File: src/rtl/wb_stage.sv
// -----------------------------------------------------------------------------
// wb_stage -- writeback stage of the three-stage RV32I pipeline.
//
// Sits directly downstream of execute. Takes execute's wb_* bundle and:
//   * drives the register-file write port in the same cycle (ALU results and
//     loads whose data is already valid),
//   * issues data-memory stores (dmem_wready + addr/data/strb),
//   * aligns and sign/zero-extends load data,
//   * stalls upstream while a load or store handshake is outstanding,
//   * pulses wb_exception on a misaligned or illegal access.
//
// Optional feature: define WB_COUNTERS_EN to build the 64-bit rdcycle and
// rdinstret counters. When it is undefined, both outputs are tied to 0 and no
// counter flops exist.
//
// Ports
//   clk, resetb                 clock (rising edge), async active-low reset
//   wb_valid                    execute presents a valid instruction
//   wb_result                   ALU/link/LUI/AUIPC result
//   wb_alu2reg/mem2reg/memwr    write result / load / store
//   wb_dst_sel                  rd index
//   wb_raddr, wb_aluop          load byte offset and load funct3
//   wb_waddr/wstrb/wdata        store request, pre-shifted by execute
//   dmem_rdata, dmem_rvalid     word-aligned load data and its valid
//   dmem_wvalid                 store accepted by memory
//   dmem_wready/waddr/wdata/wstrb  store request to memory
//   rf_we/waddr/wdata           register-file write port (also forwarding)
//   wb_stall                    hold execute/IF_ID this cycle
//   wb_exception                one-cycle pulse on an illegal access
//   rdcycle, rdinstret          cycle / retired-instruction counters
// -----------------------------------------------------------------------------
module wb_stage #(
  parameter int XLEN     = 32,
  parameter int REGSEL_W = 5
) (
  input  logic                  clk,
  input  logic                  resetb,
  input  logic                  wb_valid,
  input  logic [XLEN-1:0]       wb_result,
  input  logic                  wb_alu2reg,
  input  logic                  wb_mem2reg,
  input  logic                  wb_memwr,
  input  logic [REGSEL_W-1:0]   wb_dst_sel,
  input  logic [1:0]            wb_raddr,
  input  logic [2:0]            wb_aluop,
  input  logic [XLEN-1:0]       wb_waddr,
  input  logic [XLEN/8-1:0]     wb_wstrb,
  input  logic [XLEN-1:0]       wb_wdata,
  input  logic [XLEN-1:0]       dmem_rdata,
  input  logic                  dmem_rvalid,
  input  logic                  dmem_wvalid,
  output logic                  dmem_wready,
  output logic [XLEN-1:0]       dmem_waddr,
  output logic [XLEN-1:0]       dmem_wdata,
  output logic [XLEN/8-1:0]     dmem_wstrb,
  output logic                  rf_we,
  output logic [REGSEL_W-1:0]   rf_waddr,
  output logic [XLEN-1:0]       rf_wdata,
  output logic                  wb_stall,
  output logic                  wb_exception,
  output logic [63:0]           rdcycle,
  output logic [63:0]           rdinstret
);

  typedef enum logic [1:0] {
    IDLE    = 2'd0,
    LD_WAIT = 2'd1,
    ST_WAIT = 2'd2
  } state_t;

  // Select the addressed byte/half of the word and extend it per funct3.
  function automatic logic [XLEN-1:0] load_align(input logic [2:0]      f3,
                                                 input logic [1:0]      off,
                                                 input logic [XLEN-1:0] w);
    logic [7:0]      b;
    logic [15:0]     h;
    logic [XLEN-1:0] r;
    case (off)
      2'd0:    b = w[7:0];
      2'd1:    b = w[15:8];
      2'd2:    b = w[23:16];
      default: b = w[31:24];
    endcase
    h = off[1] ? w[31:16] : w[15:0];
    case (f3)
      3'd0:    r = {{(XLEN-8){b[7]}}, b};
      3'd1:    r = {{(XLEN-16){h[15]}}, h};
      3'd4:    r = {{(XLEN-8){1'b0}}, b};
      3'd5:    r = {{(XLEN-16){1'b0}}, h};
      default: r = w;
    endcase
    return r;
  endfunction

  // Loads that are misaligned for their size or use an undefined funct3.
  function automatic logic load_illegal(input logic [2:0] f3,
                                        input logic [1:0] off);
    logic bad;
    case (f3)
      3'd0, 3'd4: bad = 1'b0;
      3'd1, 3'd5: bad = off[0];
      3'd2:       bad = (off != 2'd0);
      default:    bad = 1'b1;
    endcase
    return bad;
  endfunction

  state_t                state_q, state_d;
  logic [REGSEL_W-1:0]   ld_rd_q, ld_rd_d;
  logic [2:0]            ld_f3_q, ld_f3_d;
  logic [1:0]            ld_off_q, ld_off_d;
  logic [XLEN-1:0]       st_addr_q, st_addr_d;
  logic [XLEN-1:0]       st_data_q, st_data_d;
  logic [XLEN/8-1:0]     st_strb_q, st_strb_d;

  logic                  idle_illegal;
  logic                  rf_we_c;
  logic [REGSEL_W-1:0]   rf_waddr_c;
  logic [XLEN-1:0]       rf_wdata_c;
  logic                  wready_c;
  logic [XLEN-1:0]       waddr_c;
  logic [XLEN-1:0]       wdata_c;
  logic [XLEN/8-1:0]     wstrb_c;
  logic                  stall_c;
  logic                  exc_c;

  // A load and a store flagged together is malformed, as is a bad load.
  assign idle_illegal = wb_mem2reg &
                        (wb_memwr | load_illegal(wb_aluop, wb_raddr));

  always_comb begin
    state_d    = state_q;
    ld_rd_d    = ld_rd_q;
    ld_f3_d    = ld_f3_q;
    ld_off_d   = ld_off_q;
    st_addr_d  = st_addr_q;
    st_data_d  = st_data_q;
    st_strb_d  = st_strb_q;
    rf_we_c    = 1'b0;
    rf_waddr_c = wb_dst_sel;
    rf_wdata_c = wb_result;
    wready_c   = 1'b0;
    waddr_c    = wb_waddr;
    wdata_c    = wb_wdata;
    wstrb_c    = wb_wstrb;
    stall_c    = 1'b0;
    exc_c      = 1'b0;

    case (state_q)
      IDLE: begin
        if (wb_valid) begin
          if (idle_illegal) begin
            exc_c = 1'b1;
          end else if (wb_mem2reg) begin
            // mem2reg takes precedence over alu2reg.
            rf_wdata_c = load_align(wb_aluop, wb_raddr, dmem_rdata);
            if (dmem_rvalid) begin
              rf_we_c = (wb_dst_sel != '0);
            end else begin
              ld_rd_d  = wb_dst_sel;
              ld_f3_d  = wb_aluop;
              ld_off_d = wb_raddr;
              state_d  = LD_WAIT;
              stall_c  = 1'b1;
            end
          end else if (wb_memwr) begin
            wready_c = 1'b1;
            if (!dmem_wvalid) begin
              st_addr_d = wb_waddr;
              st_data_d = wb_wdata;
              st_strb_d = wb_wstrb;
              state_d   = ST_WAIT;
              stall_c   = 1'b1;
            end
          end else begin
            rf_we_c = wb_alu2reg && (wb_dst_sel != '0);
          end
        end
      end

      LD_WAIT: begin
        // Upstream inputs are ignored; everything comes from the capture.
        rf_waddr_c = ld_rd_q;
        rf_wdata_c = load_align(ld_f3_q, ld_off_q, dmem_rdata);
        if (dmem_rvalid) begin
          rf_we_c = (ld_rd_q != '0);
          state_d = IDLE;
        end else begin
          stall_c = 1'b1;
        end
      end

      ST_WAIT: begin
        // Hold the captured request stable until memory accepts it.
        wready_c = 1'b1;
        waddr_c  = st_addr_q;
        wdata_c  = st_data_q;
        wstrb_c  = st_strb_q;
        if (dmem_wvalid) begin
          state_d = IDLE;
        end else begin
          stall_c = 1'b1;
        end
      end

      default: state_d = IDLE;
    endcase
  end

  always_ff @(posedge clk or negedge resetb) begin
    if (!resetb) begin
      state_q   <= IDLE;
      ld_rd_q   <= '0;
      ld_f3_q   <= '0;
      ld_off_q  <= '0;
      st_addr_q <= '0;
      st_data_q <= '0;
      st_strb_q <= '0;
    end else begin
      state_q   <= state_d;
      ld_rd_q   <= ld_rd_d;
      ld_f3_q   <= ld_f3_d;
      ld_off_q  <= ld_off_d;
      st_addr_q <= st_addr_d;
      st_data_q <= st_data_d;
      st_strb_q <= st_strb_d;
    end
  end

  // Enables are qualified with resetb so they drop the instant reset asserts,
  // even while execute is still presenting an instruction.
  assign rf_we        = rf_we_c  & resetb;
  assign rf_waddr     = rf_waddr_c;
  assign rf_wdata     = rf_wdata_c;
  assign dmem_wready  = wready_c & resetb;
  assign dmem_waddr   = waddr_c;
  assign dmem_wdata   = wdata_c;
  assign dmem_wstrb   = wstrb_c;
  assign wb_stall     = stall_c  & resetb;
  assign wb_exception = exc_c    & resetb;

`ifdef WB_COUNTERS_EN
  logic        retire;
  logic [63:0] cycle_q, cycle_d;
  logic [63:0] instret_q, instret_d;

  // An instruction retires when it completes without exception: immediately
  // in IDLE, or on the handshake that ends a wait state.
  assign retire = ((state_q == IDLE) && wb_valid && !idle_illegal &&
                   (wb_mem2reg ? dmem_rvalid :
                    wb_memwr   ? dmem_wvalid : 1'b1)) ||
                  ((state_q == LD_WAIT) && dmem_rvalid) ||
                  ((state_q == ST_WAIT) && dmem_wvalid);

  assign cycle_d   = cycle_q + 64'd1;
  assign instret_d = retire ? instret_q + 64'd1 : instret_q;

  always_ff @(posedge clk or negedge resetb) begin
    if (!resetb) begin
      cycle_q   <= '0;
      instret_q <= '0;
    end else begin
      cycle_q   <= cycle_d;
      instret_q <= instret_d;
    end
  end

  assign rdcycle   = cycle_q;
  assign rdinstret = instret_q;
`else
  assign rdcycle   = '0;
  assign rdinstret = '0;
`endif

endmodule

File: config.mk
export PLATFORM = sky130hd
export DESIGN_NAME = wb_stage
export DESIGN_NICKNAME = d
export VERILOG_FILES = /design/src/rtl/wb_stage.sv
export SDC_FILE = /design/constraint.sdc
export NUM_CORES = 1
export LEC_CHECK = 0
export ABC_AREA = 1
export CELL_PAD_IN_SITES_DETAIL_PLACEMENT = 1
export CELL_PAD_IN_SITES_GLOBAL_PLACEMENT = 2
export CORE_UTILIZATION = 21
export DETAILED_ROUTE_END_ITERATION = 6
export MAX_ROUTING_LAYER = met4
export PLACE_DENSITY = 0.95
export SYNTH_ARGS = -nofsm -noshare
export SYNTH_HDL_FRONTEND = slang
export SYNTH_SLANG_ARGS = --single-unit
File: constraint.sdc
create_clock -name clk -period 4.7 [get_ports clk]
set_clock_uncertainty 0.15 [all_clocks]
set_input_delay 1.41 -clock clk [delete_from_list [all_inputs] [get_ports clk]]
set_output_delay 1.41 -clock clk [all_outputs]
set_load 0.03 [all_outputs]
==> results of run 1 <==
worst min-delay path, delay by kind of cell, from the launching register on:
family | cells | cell delay, ns
DFF | 1 | 0.35
AOI/OAI and AO/OA | 1 | 0.06
and+or+nand+nor | 1 | 0.05
per-layer routing:
metal  share of wire (%)  GRT usage, %  up-vias
met5                   0             -        -
met4                 2.7         6.098        0
met3                 6.9         3.275       32
met2                  49         28.63      341
met1                  41         20.01     3817
li1                    -             -     3939
path summary, 6_finish.rpt:
kind                            endpoint  slack [ns]  depth (start not counted)
hold reg to reg             st_data_q[0]        0.34                          2
min in group asynchronous   st_strb_q[0]        0.96                          2
hold / removal              st_data_q[0]        0.34                          2
setup reg to reg           st_addr_q[16]        1.98                          7
max in group asynchronous  st_data_q[25]        2.31                          3
setup / recovery             rf_wdata[3]        0.11                          8
kinds of logic (layout without fill, tap and decap cells):
logic type      after synthesis  in the layout
flops                        80             80
buf+inv                     322            464
compound gates              290            290
other cells                   1            129
simple gates                454            454
final cells by class:
| class | instances | area [um2] | area share [%] |
|---|---|---|---|
| clock buffer | 10 | 239.0 | 2.261 |
| sequential | 80 | 2002 | 18.94 |
| antenna | 1 | 2.502 | 0.02368 |
| inverter | 127 | 481.7 | 4.558 |
| tap | 448 | 560.5 | 5.304 |
| clock inverter | 5 | 57.56 | 0.5446 |
| multi-input combinational | 872 | 3956 | 37.44 |
| timing repair buffer | 322 | 3268 | 30.93 |
flip-flops by register name (all words and copies together), names as in the netlist:
signal     flops
st_strb_q      4
st_data_q     32
ld_rd_q        5
ld_off_q       2
ld_f3_q        3
st_addr_q     32
state_q        2
what timing repair did:
action                                  in CTS  in global routing
setup buffers                                3                  2
gates cloned                                 2                  1
endpoints found under the hold margin        0                  0
endpoints found under the setup margin      33                 33
pin swaps                                    3                  2
gates resized for setup                     23                 24
placed cells by master (no fill, tap or decap), types with 4 or more instances in the layout:
cell,n
sky130_fd_sc_hd__a21boi_0,6
sky130_fd_sc_hd__a21boi_1,9
sky130_fd_sc_hd__a21oi_1,106
sky130_fd_sc_hd__a22oi_1,12
sky130_fd_sc_hd__buf_12,17
sky130_fd_sc_hd__buf_4,77
sky130_fd_sc_hd__buf_6,5
sky130_fd_sc_hd__clkbuf_16,10
sky130_fd_sc_hd__clkdlybuf4s50_1,210
sky130_fd_sc_hd__conb_1,128
sky130_fd_sc_hd__dfrtp_1,80
sky130_fd_sc_hd__dlygate4sd2_1,5
sky130_fd_sc_hd__inv_1,120
sky130_fd_sc_hd__inv_2,4
sky130_fd_sc_hd__nand2_1,281
sky130_fd_sc_hd__nand3_1,60
sky130_fd_sc_hd__nand3_2,5
sky130_fd_sc_hd__nor2_1,93
sky130_fd_sc_hd__o211ai_1,7
sky130_fd_sc_hd__o21a_1,10
sky130_fd_sc_hd__o21ai_0,87
sky130_fd_sc_hd__o21ai_1,45
metrics by stage:
step / hold WS (ns) / worst slack (ns) / power (W)
after floorplan: 0.3037 / 0.1532 / 0.001822
after global placement: 0.3169 / -0.2173 / 0.002315
after detailed placement: 0.3312 / -0.1433 / 0.002348
after CTS: 0.3454 / 0.01705 / 0.003109
after global routing: 0.3671 / 0.005375 / 0.003304
final: 0.3423 / 0.1096 / 0.003104
where the power goes:
part	internal, W	switching [W]
Combinational	0.000554	0.000888
Clock	0.000423	0.000293
Sequential	0.000840	0.000107
Total	0.00182	0.00129
==> reports/results.md, run 1 <==
## Status
* finished clean — result of the run

## Logic synthesis
* 21.79% — fraction of the mapped netlist area in compound gates
* sky130_fd_sc_hd__nand2_1, sky130_fd_sc_hd__buf_4, sky130_fd_sc_hd__inv_1 — most instantiated cells after synthesis
* 6.312 um2 — average footprint of a synthesized cell
* 25.67% — post-synthesis simple-gate area fraction
* 27.65% — top-area cell type share of the netlist area
* 0 — Yosys warnings
* sky130_fd_sc_hd__dfrtp_1 — Synth area leader
* 0% — proportion of synthesized area in mux cells
* 1,147 — cell count after synthesis
* sky130_fd_sc_hd__dfrtp_1 — most frequently used flop master after synthesis
* 100.0% — async set or reset register ratio after synthesis
* 0 — Post-synth EDFFs
* sky130_fd_sc_hd__dfrtp_1, sky130_fd_sc_hd__nand2_1, sky130_fd_sc_hd__buf_4 — top cells by area, synth
* 27.65% — portion of the post-synthesis area used by sequential elements
* 35 — Cell variety after synth
* 80 — number of synthesized register bits
* 0% — post-synthesis share of cell area spent on full adders, half adders and majority gates
* simple AND/OR/NAND/NOR gates — combinational family with the most area after synthesis
* 0% — parity-gate share of the synthesized area counting xor and xnor cells
* sky130_fd_sc_hd__nand2_1 — most frequent cell after synthesis
* 7239 um2 — Netlist Area Pre-Place

## Power and ir drop
* 0.0001613 V — Max IR drop VDD
* 293.7 nW/um2 — power per standard cell area
* 5.356 nW — Pleak

## Timing
* 0 — endpoints failing hold
* 4.590 ns — final period demand of the worst path
* 0.7937 ns — Slew @ Worst Pin
* 47.09% — Relative slew margins
* 0 — final count of negative-setup-slack endpoints
* 0 — final slew viol count
* false — RSZ-0062 raised after global routing
* 0 ns — setup tns final
* 217.8 MHz — maximum operating frequency
* 97.67% — post-route clock period utilization

## Setup path
* 2 — buffering stage count on the worst path with inverters included
* in -> out — startpoint-to-endpoint class of the critical path
* 3.03 ns — worst endpoint data arrival time
* 3.14 ns — data required time at the worst endpoint
* state_q[1] — source of the worst register-to-register timing path
* clkdlybuf4s50_1, nand2_1, o21ai_0, o21ai_0, nand3_2, nand3_1, nand3_1, buf_12 — critical path, cell by cell
* output pin — crit end category
* buffers and inverters — category of cells accounting for the largest share of critical-path delay
* dmem_rdata[27] — crit path from
* sky130_fd_sc_hd__clkdlybuf4s50_1 — cell with the largest stage delay on the worst path
* 0.52 ns — critical path's largest stage delay
* 3 — worst-path maximum fanout
* input port — Startpoint Class

## Detailed routing
* 29,440 um — WL final
* 8,129 — overall via count from detail_route
* 0 — residual antenna-violating net count after detailed routing
* 4 — Pre-antenna DRT Iters
* 0 — DRC viols
* 370 — DRT iter0 DRCs
* 15.78 um — routed length per instance
* 4.359 — average vias per placed instance

## Floorplanning
* 33,700 um2 — placeable core area
* 187.7 um — Chip Height
* 67 — number of core rows
* 35,220 um2 — die area
* 21.48% — Initial Utilization
* 387 — number of placed I/O pins
* 187.7 um — overall die width

## Final layout
* 4,312 — fill cell count
* 10.03% — share of cells above drive strength 1
* 31.36% — core occupancy in the finished layout
* 10,570 um2 — post-route cell area
* 45.97% — layout-stage area growth over the synthesis result
* 1,562 — Layout Nets
* 1,865 — final cell count without fillers

## Placement
* 1,841 — cell total after placement
* 10,070 um2 — placed cell areas
* 258 — count of buffers inserted at the top-level ports
* 22,270 um — HPWL after detailed placement
* 0.9740 — Routability Congestion

## CTS
* 2 — maximum buffer depth of the clock tree
* 0 — number of buffers inserted for hold repair after clock tree synthesis
* 3 — depth of the CTS H-tree
* 9 — CTS Buf Count
* 0.06 ns — CTS clk-pin slew, worst paths
* 80 — number of clock sinks seen by CTS
* built — TritonCTS clock tree
* 0.34 ns — insertion delay of the later-clocked pin in the worst-skew pair
* sky130_fd_sc_hd__clkbuf_16 — root buffer selected by CTS

## Worst hold path
* reg -> reg — Hold/Removal Path Class
* st_data_q[0] — Worst Min Path Start

## Global route
* 45,800 um — wire length of the first global-routing pass
* 1 — number of antenna violations at the first check in global routing
* 83 — maximum number of pins on one net before global-route repair
* 16.98% — combined global-route utilization of all metal layers
* 8,241 — via count of the first global-routing pass
* 0 — final global-route overflow total

## Flow run
* 0 — MaxCap Viol Count

No activity file was read; power rests on OpenSTA's default activity.
==> run 2: changes to the inputs <==
--- a/config.mk
+++ b/config.mk
@@ -10,6 +10,6 @@
 export CELL_PAD_IN_SITES_GLOBAL_PLACEMENT = 2
-export CORE_UTILIZATION = 21
+export CORE_UTILIZATION = 18
 export DETAILED_ROUTE_END_ITERATION = 6
 export MAX_ROUTING_LAYER = met4
-export PLACE_DENSITY = 0.95
+export PLACE_DENSITY = 0.9
 export SYNTH_ARGS = -nofsm -noshare
==> constraint.sdc (replaced) <==
create_clock -name clk -period 3.9 [get_ports clk]
set_clock_uncertainty 0.15 [all_clocks]
set_input_delay 0.78 -clock clk [delete_from_list [all_inputs] [get_ports clk]]
set_output_delay 0.78 -clock clk [all_outputs]
set_load 0.03 [all_outputs]
==> reports/results.md, run 2 (synthesis gave the netlist of run 1 again) <==
## CTS
* 9 — CTS Buf Count, unchanged
* 0.35 ns — insertion delay of the later-clocked pin in the worst-skew pair, about the same
* 0 — number of buffers inserted for hold repair after clock tree synthesis, unchanged
* 80 — number of clock sinks seen by CTS, unchanged
* 0 — setup repair bufs after CTS, -3
* 0.06 ns — CTS clk-pin slew, worst paths, about the same
* 2 — maximum buffer depth of the clock tree, unchanged
* 3 — depth of the CTS H-tree, unchanged
* sky130_fd_sc_hd__clkbuf_16 — root buffer selected by CTS
* built — TritonCTS clock tree
* 0 — # resized after CTS, -100%

## Power and ir drop
* 0.0001999 V — Max IR drop VDD, +24%
* 356.4 nW/um2 — power per standard cell area, +21%
* 0.001558 W — switching pwr, +21%
* 24.2% — fraction of power consumed by the clock network, +1.1 points
* 42.35% — Switching Fraction, +0.88 points
* 0.002120 W — internal power, +17%
* 5.130 nW — Pleak, -4.2%
* 44.8% — combinational power share, -1.7 points
* 31.1% — Sequential Power Share, +0.6 points

## Detailed routing
* 4.126 — average vias per placed instance, -5.3%
* 29,780 um — WL final, +1.2%
* 0 — DRC viols, unchanged
* 15.59 um — routed length per instance, -1.2%
* 280 — DRT iter0 DRCs, -24%
* 0 — residual antenna-violating net count after detailed routing, unchanged
* 4 — Pre-antenna DRT Iters, unchanged
* 7,880 — overall via count from detail_route, -3.1%

## Setup path
* 2.97 ns — data required time at the worst endpoint, -0.17 ns
* 6 — worst reg-to-reg path cell count, -1
* output pin — crit end category
* input port — Startpoint Class
* 2.76 ns — worst endpoint data arrival time, -0.27 ns
* in -> out — startpoint-to-endpoint class of the critical path
* 16 — worst-path maximum fanout, +13

## Floorplanning
* 39,730 um2 — placeable core area, +18%
* 18.22% — Initial Utilization, -3.3 points
* 41,020 um2 — die area, +16%
* 73 — number of core rows, +9.0%
* 387 — number of placed I/O pins, unchanged
* 202.5 um — overall die width, +7.9%
* 202.5 um — Chip Height, +7.9%

## Timing
* 271.3 MHz — maximum operating frequency
* false — RSZ-0062 raised after global routing
* 0 — final count of negative-setup-slack endpoints, unchanged
* 0 — final slew viol count, unchanged
* 0.2142 ns — slack of the critical path, +0.1045 ns
* 3.686 ns — final period demand of the worst path
* 0 — endpoints failing hold, unchanged
* 94.51% — post-route clock period utilization
* 0.7410 ns — Slew @ Worst Pin, -0.05270 ns
* 50.60% — Relative slew margins, +3.5 points
* 0 ns — setup tns final, unchanged

## Placement
* 23,050 um — HPWL after detailed placement, +3.5%
* 0.8951 — Routability Congestion, -8.1%
* 10,010 um2 — placed cell areas, -0.58%
* 0.1690 ns — DP Worst Slack, +0.3123 ns
* 258 — count of buffers inserted at the top-level ports, unchanged
* 1,893 — cell total after placement, +2.8%

## Final layout
* 5,030 — fill cell count, +17%
* 1,910 — final cell count without fillers, +2.4%
* 7.659% — share of cells above drive strength 1, -2.4 points
* 25.98% — core occupancy in the finished layout, -5.4 points
* sky130_fd_sc_hd__nand2_1, sky130_fd_sc_hd__clkdlybuf4s50_1, sky130_fd_sc_hd__conb_1 — top library cells by usage in the layout, fill and taps aside
* 10,320 um2 — post-route cell area, -2.3%
* 1,529 — Layout Nets, -2.1%
* 42.57% — layout-stage area growth over the synthesis result
* sky130_fd_sc_hd__nand2_1 — leading cell type in the layout, fill and taps excluded
* st_addr_q x32, st_data_q x32, ld_rd_q x5 — Largest regs

## Global route
* 45,230 um — wire length of the first global-routing pass, -1.2%
* 59 — maximum number of pins on one net before global-route repair, -29%
* 14.77% — combined global-route utilization of all metal layers, -2.2 points
* 1 — number of antenna violations at the first check in global routing, unchanged
* 0 — final global-route overflow total, unchanged
* 7,822 — via count of the first global-routing pass, -5.1%

## Worst hold path
* in -> async — Hold/Removal Path Class

## Status
* finished clean — result of the run

## Flow run
* 0 — MaxCap Viol Count, unchanged

==> run 2: changes by cell type in the layout (fill, tap and decap cells not counted), moves of 4 or more <==
cell	before	now
sky130_fd_sc_hd__buf_6	5	0
sky130_fd_sc_hd__buf_4	77	57
sky130_fd_sc_hd__a21boi_1	9	0
sky130_fd_sc_hd__o21ai_0	87	91
sky130_fd_sc_hd__a21boi_0	6	16
sky130_fd_sc_hd__o21ai_1	45	41
sky130_fd_sc_hd__dlygate4sd2_1	5	0
==> run 2: layout make-up <==
type / count / area (um2) / share of cell area, %
antenna: 1 / 2.502 / 0.02425
clock buffer: 9 / 225.2 / 2.182
clock inverter: 7 / 78.83 / 0.7637
inverter: 127 / 476.7 / 4.619
multi-input combinational: 872 / 3929 / 38.07
sequential: 80 / 2002 / 19.40
tap: 525 / 656.9 / 6.364
timing repair buffer: 289 / 2950 / 28.59
==> run 2: per-layer routing <==
layer	vias up	global-route usage [%]	wire length [um]
li1	3870	-	-
met2	304	24.91	14550
met5	-	-	0
met3	24	2.151	1609
met4	0	4.565	577
met1	3682	18.09	13040
==> run 2: power groups by stage <==
stage	sequential, W	clock, W	combinational [W]
floorplan	0.00110	0	0.00109
detailed placement	0.00116	0	0.00165
global route	0.00117	0.000951	0.00180
finish	0.00114	0.000889	0.00165
global placement	0.00114	0	0.00163
CTS	0.00114	0.000936	0.00166
==> run 2: through the flow <==
step / total power [W] / hold WS (ns)
2_1_floorplan: 0.002196 / 0.3037
3_3_place_gp: 0.002774 / 0.3168
3_5_place_dp: 0.002811 / 0.3322
4_1_cts: 0.003739 / 0.2009
5_1_grt: 0.003915 / 0.2319
6_report: 0.003678 / 0.2052
==> run 2: worst paths after layout <==
check | startpoint | endpoint | slack (ns)
setup / recovery | dmem_rdata[7] | rf_wdata[28] | 0.21
hold / removal | resetb | st_data_q[22] | 0.21
setup reg to reg | state_q[1] | ld_f3_q[0] | 1.26
hold reg to reg | st_data_q[5] | st_data_q[5] | 0.34
max in group asynchronous | resetb | st_addr_q[10] | 2.31
min in group clk | st_data_q[5] | st_data_q[5] | 0.34
==> run 2: critical path, cell delays in order <==
cell and delay (ns):
sky130_fd_sc_hd__clkdlybuf4s50_1 0.54, sky130_fd_sc_hd__inv_1 0.11, sky130_fd_sc_hd__o211ai_1 0.25, sky130_fd_sc_hd__nand3_2 0.24, sky130_fd_sc_hd__nand3_1 0.16, sky130_fd_sc_hd__buf_4 0.25, sky130_fd_sc_hd__a21boi_0 0.14, sky130_fd_sc_hd__nand2_1 0.11
sky130_fd_sc_hd__buf_4 0.17
==> run 3: changes to the inputs <==
GPL_ROUTABILITY_DRIVEN = 0   (was unset)
==> reports/results.md, run 3 (synthesis gave the netlist of run 1 again) <==
## Status
* finished clean — result of the run

## Detailed routing
* 283 — DRT iter0 DRCs, +1.1%
* 4.119 — average vias per placed instance, -0.17%
* 0 — residual antenna-violating net count after detailed routing, unchanged
* 5 — Pre-antenna DRT Iters, +1
* 0 — DRC viols, unchanged
* 29,380 um — WL final, -1.3%
* 15.43 um — routed length per instance, -1.0%
* 7,842 — overall via count from detail_route, -0.48%

## Setup path
* 1.22 ns — register-to-register setup slack, -0.04 ns
* in -> out — startpoint-to-endpoint class of the critical path
* 2.74 ns — worst endpoint data arrival time, -0.02 ns
* output pin — crit end category
* input port — Startpoint Class
* state_q[1] — source of the worst register-to-register timing path
* ld_off_q[0] — endpoint of the lowest-slack register-to-register path
* 16 — worst-path maximum fanout, unchanged
* 2.97 ns — data required time at the worst endpoint, about the same
* 6 — worst reg-to-reg path cell count, unchanged

## Worst hold path
* in -> async — Hold/Removal Path Class

## Global route
* 44,420 um — wire length of the first global-routing pass, -1.8%
* met2 — most used routing layer in global routing
* 56 — maximum number of pins on one net before global-route repair, -5.1%
* 24.96% — global routing met2 resource utilization, +0.049 points
* 7,872 — via count of the first global-routing pass, +0.64%
* 0 — final global-route overflow total, unchanged
* 2.456% — met3 routing resource usage after global routing, +0.30 points
* 14.39% — combined global-route utilization of all metal layers, -0.37 points
* 17.05% — met1 layer usage reported by global route, -1.0 points
* 0 — number of antenna violations at the first check in global routing, -1

## Timing
* 0.8002 ns — Slew @ Worst Pin, +0.05915 ns
* 0 ns — setup tns final, unchanged
* 0 — final slew viol count, unchanged
* 46.51% — Relative slew margins, -4.1 points
* 0.2320 ns — slack of the critical path, +0.01786 ns
* 272.6 MHz — maximum operating frequency, +0.49%
* 94.05% — post-route clock period utilization, -0.46 points
* 3.668 ns — final period demand of the worst path, -0.01786 ns
* 0 — final count of negative-setup-slack endpoints, unchanged
* false — RSZ-0062 raised after global routing
* 0 — endpoints failing hold, unchanged

## Final layout
* sky130_fd_sc_hd__nand2_1 — leading cell type in the layout, fill and taps excluded
* 42.02% — layout-stage area growth over the synthesis result
* 1,525 — Layout Nets, -0.26%
* 1,904 — final cell count without fillers, -0.31%
* 7.324% — share of cells above drive strength 1, -0.33 points
* sky130_fd_sc_hd__nand2_1, sky130_fd_sc_hd__clkdlybuf4s50_1, sky130_fd_sc_hd__conb_1 — top library cells by usage in the layout, fill and taps aside
* 10,280 um2 — post-route cell area, -0.39%
* 0 — Ant. Diodes, -1
* st_addr_q x32, st_data_q x32, ld_rd_q x5 — Largest regs
* 5,046 — fill cell count, +0.32%

## CTS
* sky130_fd_sc_hd__clkbuf_16 — root buffer selected by CTS
* 3 — depth of the CTS H-tree, unchanged
* built — TritonCTS clock tree
* 0.06 ns — CTS clk-pin slew, worst paths, about the same
* 0.34 ns — insertion delay of the later-clocked pin in the worst-skew pair, about the same
* 2 — maximum buffer depth of the clock tree, unchanged
* 80 — number of clock sinks seen by CTS, unchanged
* 9 — CTS Buf Count, unchanged

## Floorplanning
* 202.5 um — Chip Height, unchanged
* 41,020 um2 — die area, unchanged
* 73 — number of core rows, unchanged
* 202.5 um — overall die width, unchanged
* 18.22% — Initial Utilization, unchanged
* 39,730 um2 — placeable core area, unchanged
* 387 — number of placed I/O pins, unchanged

## Power and ir drop
* 354.8 nW/um2 — power per standard cell area, -0.43%
* 5.120 nW — Pleak, -0.20%
* 0.0001827 V — Max IR drop VDD, -8.6%
* 0.003648 W — total design power, -0.81%

## Placement
* 1,889 — cell total after placement, -0.21%
* 22,720 um — HPWL after detailed placement, -1.4%
* 0.1157 ns — DP Worst Slack, -0.05330 ns
* 258 — count of buffers inserted at the top-level ports, unchanged
* 9977 um2 — placed cell areas, -0.30%

## Flow run
* 0 — MaxCap Viol Count, unchanged

run 3: cell types whose count changed in the layout (fill, tap and decap cells not counted), sizes merged:
cell | previous run | this run
inv | 129 | 127
clkinv | 2 | 4
clkdlybuf4s50 | 212 | 211
dlymetal6s2s | 0 | 1
diode | 1 | 0
clkinvlp | 2 | 1
buf | 77 | 73
run 3: metal layers:
layer | vias up | part of all wire [%]
li1 | 3858 | -
met1 | 3648 | 44
met2 | 314 | 49
met3 | 22 | 6.2
met4 | 0 | 1.6
met5 | - | 0
run 3: worst max-delay path, stage by stage:
cell                              delay [ns]
sky130_fd_sc_hd__clkdlybuf4s50_1        0.54
sky130_fd_sc_hd__inv_1                  0.12
sky130_fd_sc_hd__o211ai_1               0.24
sky130_fd_sc_hd__nand3_2                0.24
sky130_fd_sc_hd__nand3_1                0.15
sky130_fd_sc_hd__buf_4                  0.24
sky130_fd_sc_hd__a21boi_0               0.14
sky130_fd_sc_hd__nand2_1                0.10
sky130_fd_sc_hd__buf_4                  0.16
run 3: through the flow:
step / util (%) / hold WS [ns]
global placement: 25.11 / 0.3171
finish: 25.88 / 0.1985
detailed placement: 25.11 / 0.3298
floorplan: - / 0.3037
global route: 25.88 / 0.2064
CTS: 25.85 / 0.1948
run 3: area by class of cell:
class	count	area (um2)	area share [%]
clock buffers	9	225.2	2.191
clock inverters	6	68.82	0.6693
inverters	127	476.7	4.637
multi-input cells	872	3929	38.21
flip-flops and latches	80	2002	19.47
well taps	525	656.9	6.389
repair buffers	285	2923	28.43
run 3: power breakdown:
group | total, W | internal (W) | switching [W]
Sequential | 0.00114 | 0.00101 | 0.000129
Combinational | 0.00163 | 0.000598 | 0.00104
Clock | 0.000873 | 0.000496 | 0.000377
run 3: repair_timing:
item | CTS | global route
gates resized for setup | 0 | 2
setup buffers | 0 | 0
hold buffers | 0 | 0
endpoints found under the setup margin | 0 | 17
run 3: worst max path at each step:
| stage | startpoint | end | slack [ns] | cells after the start |
|---|---|---|---|---|
| 2_1_floorplan | wb_aluop[0] | rf_wdata[4] | 0.61 | 9 |
| 3_3_place_gp | wb_raddr[1] | rf_wdata[18] | 0.12 | 12 |
| 3_5_place_dp | wb_raddr[1] | rf_wdata[19] | 0.12 | 12 |
| 4_1_cts | wb_raddr[1] | rf_wdata[19] | 0.11 | 12 |
| 5_1_grt | dmem_rdata[7] | rf_wdata[19] | 0.06 | 9 |
| 6_report | dmem_rdata[7] | rf_wdata[19] | 0.23 | 9 |
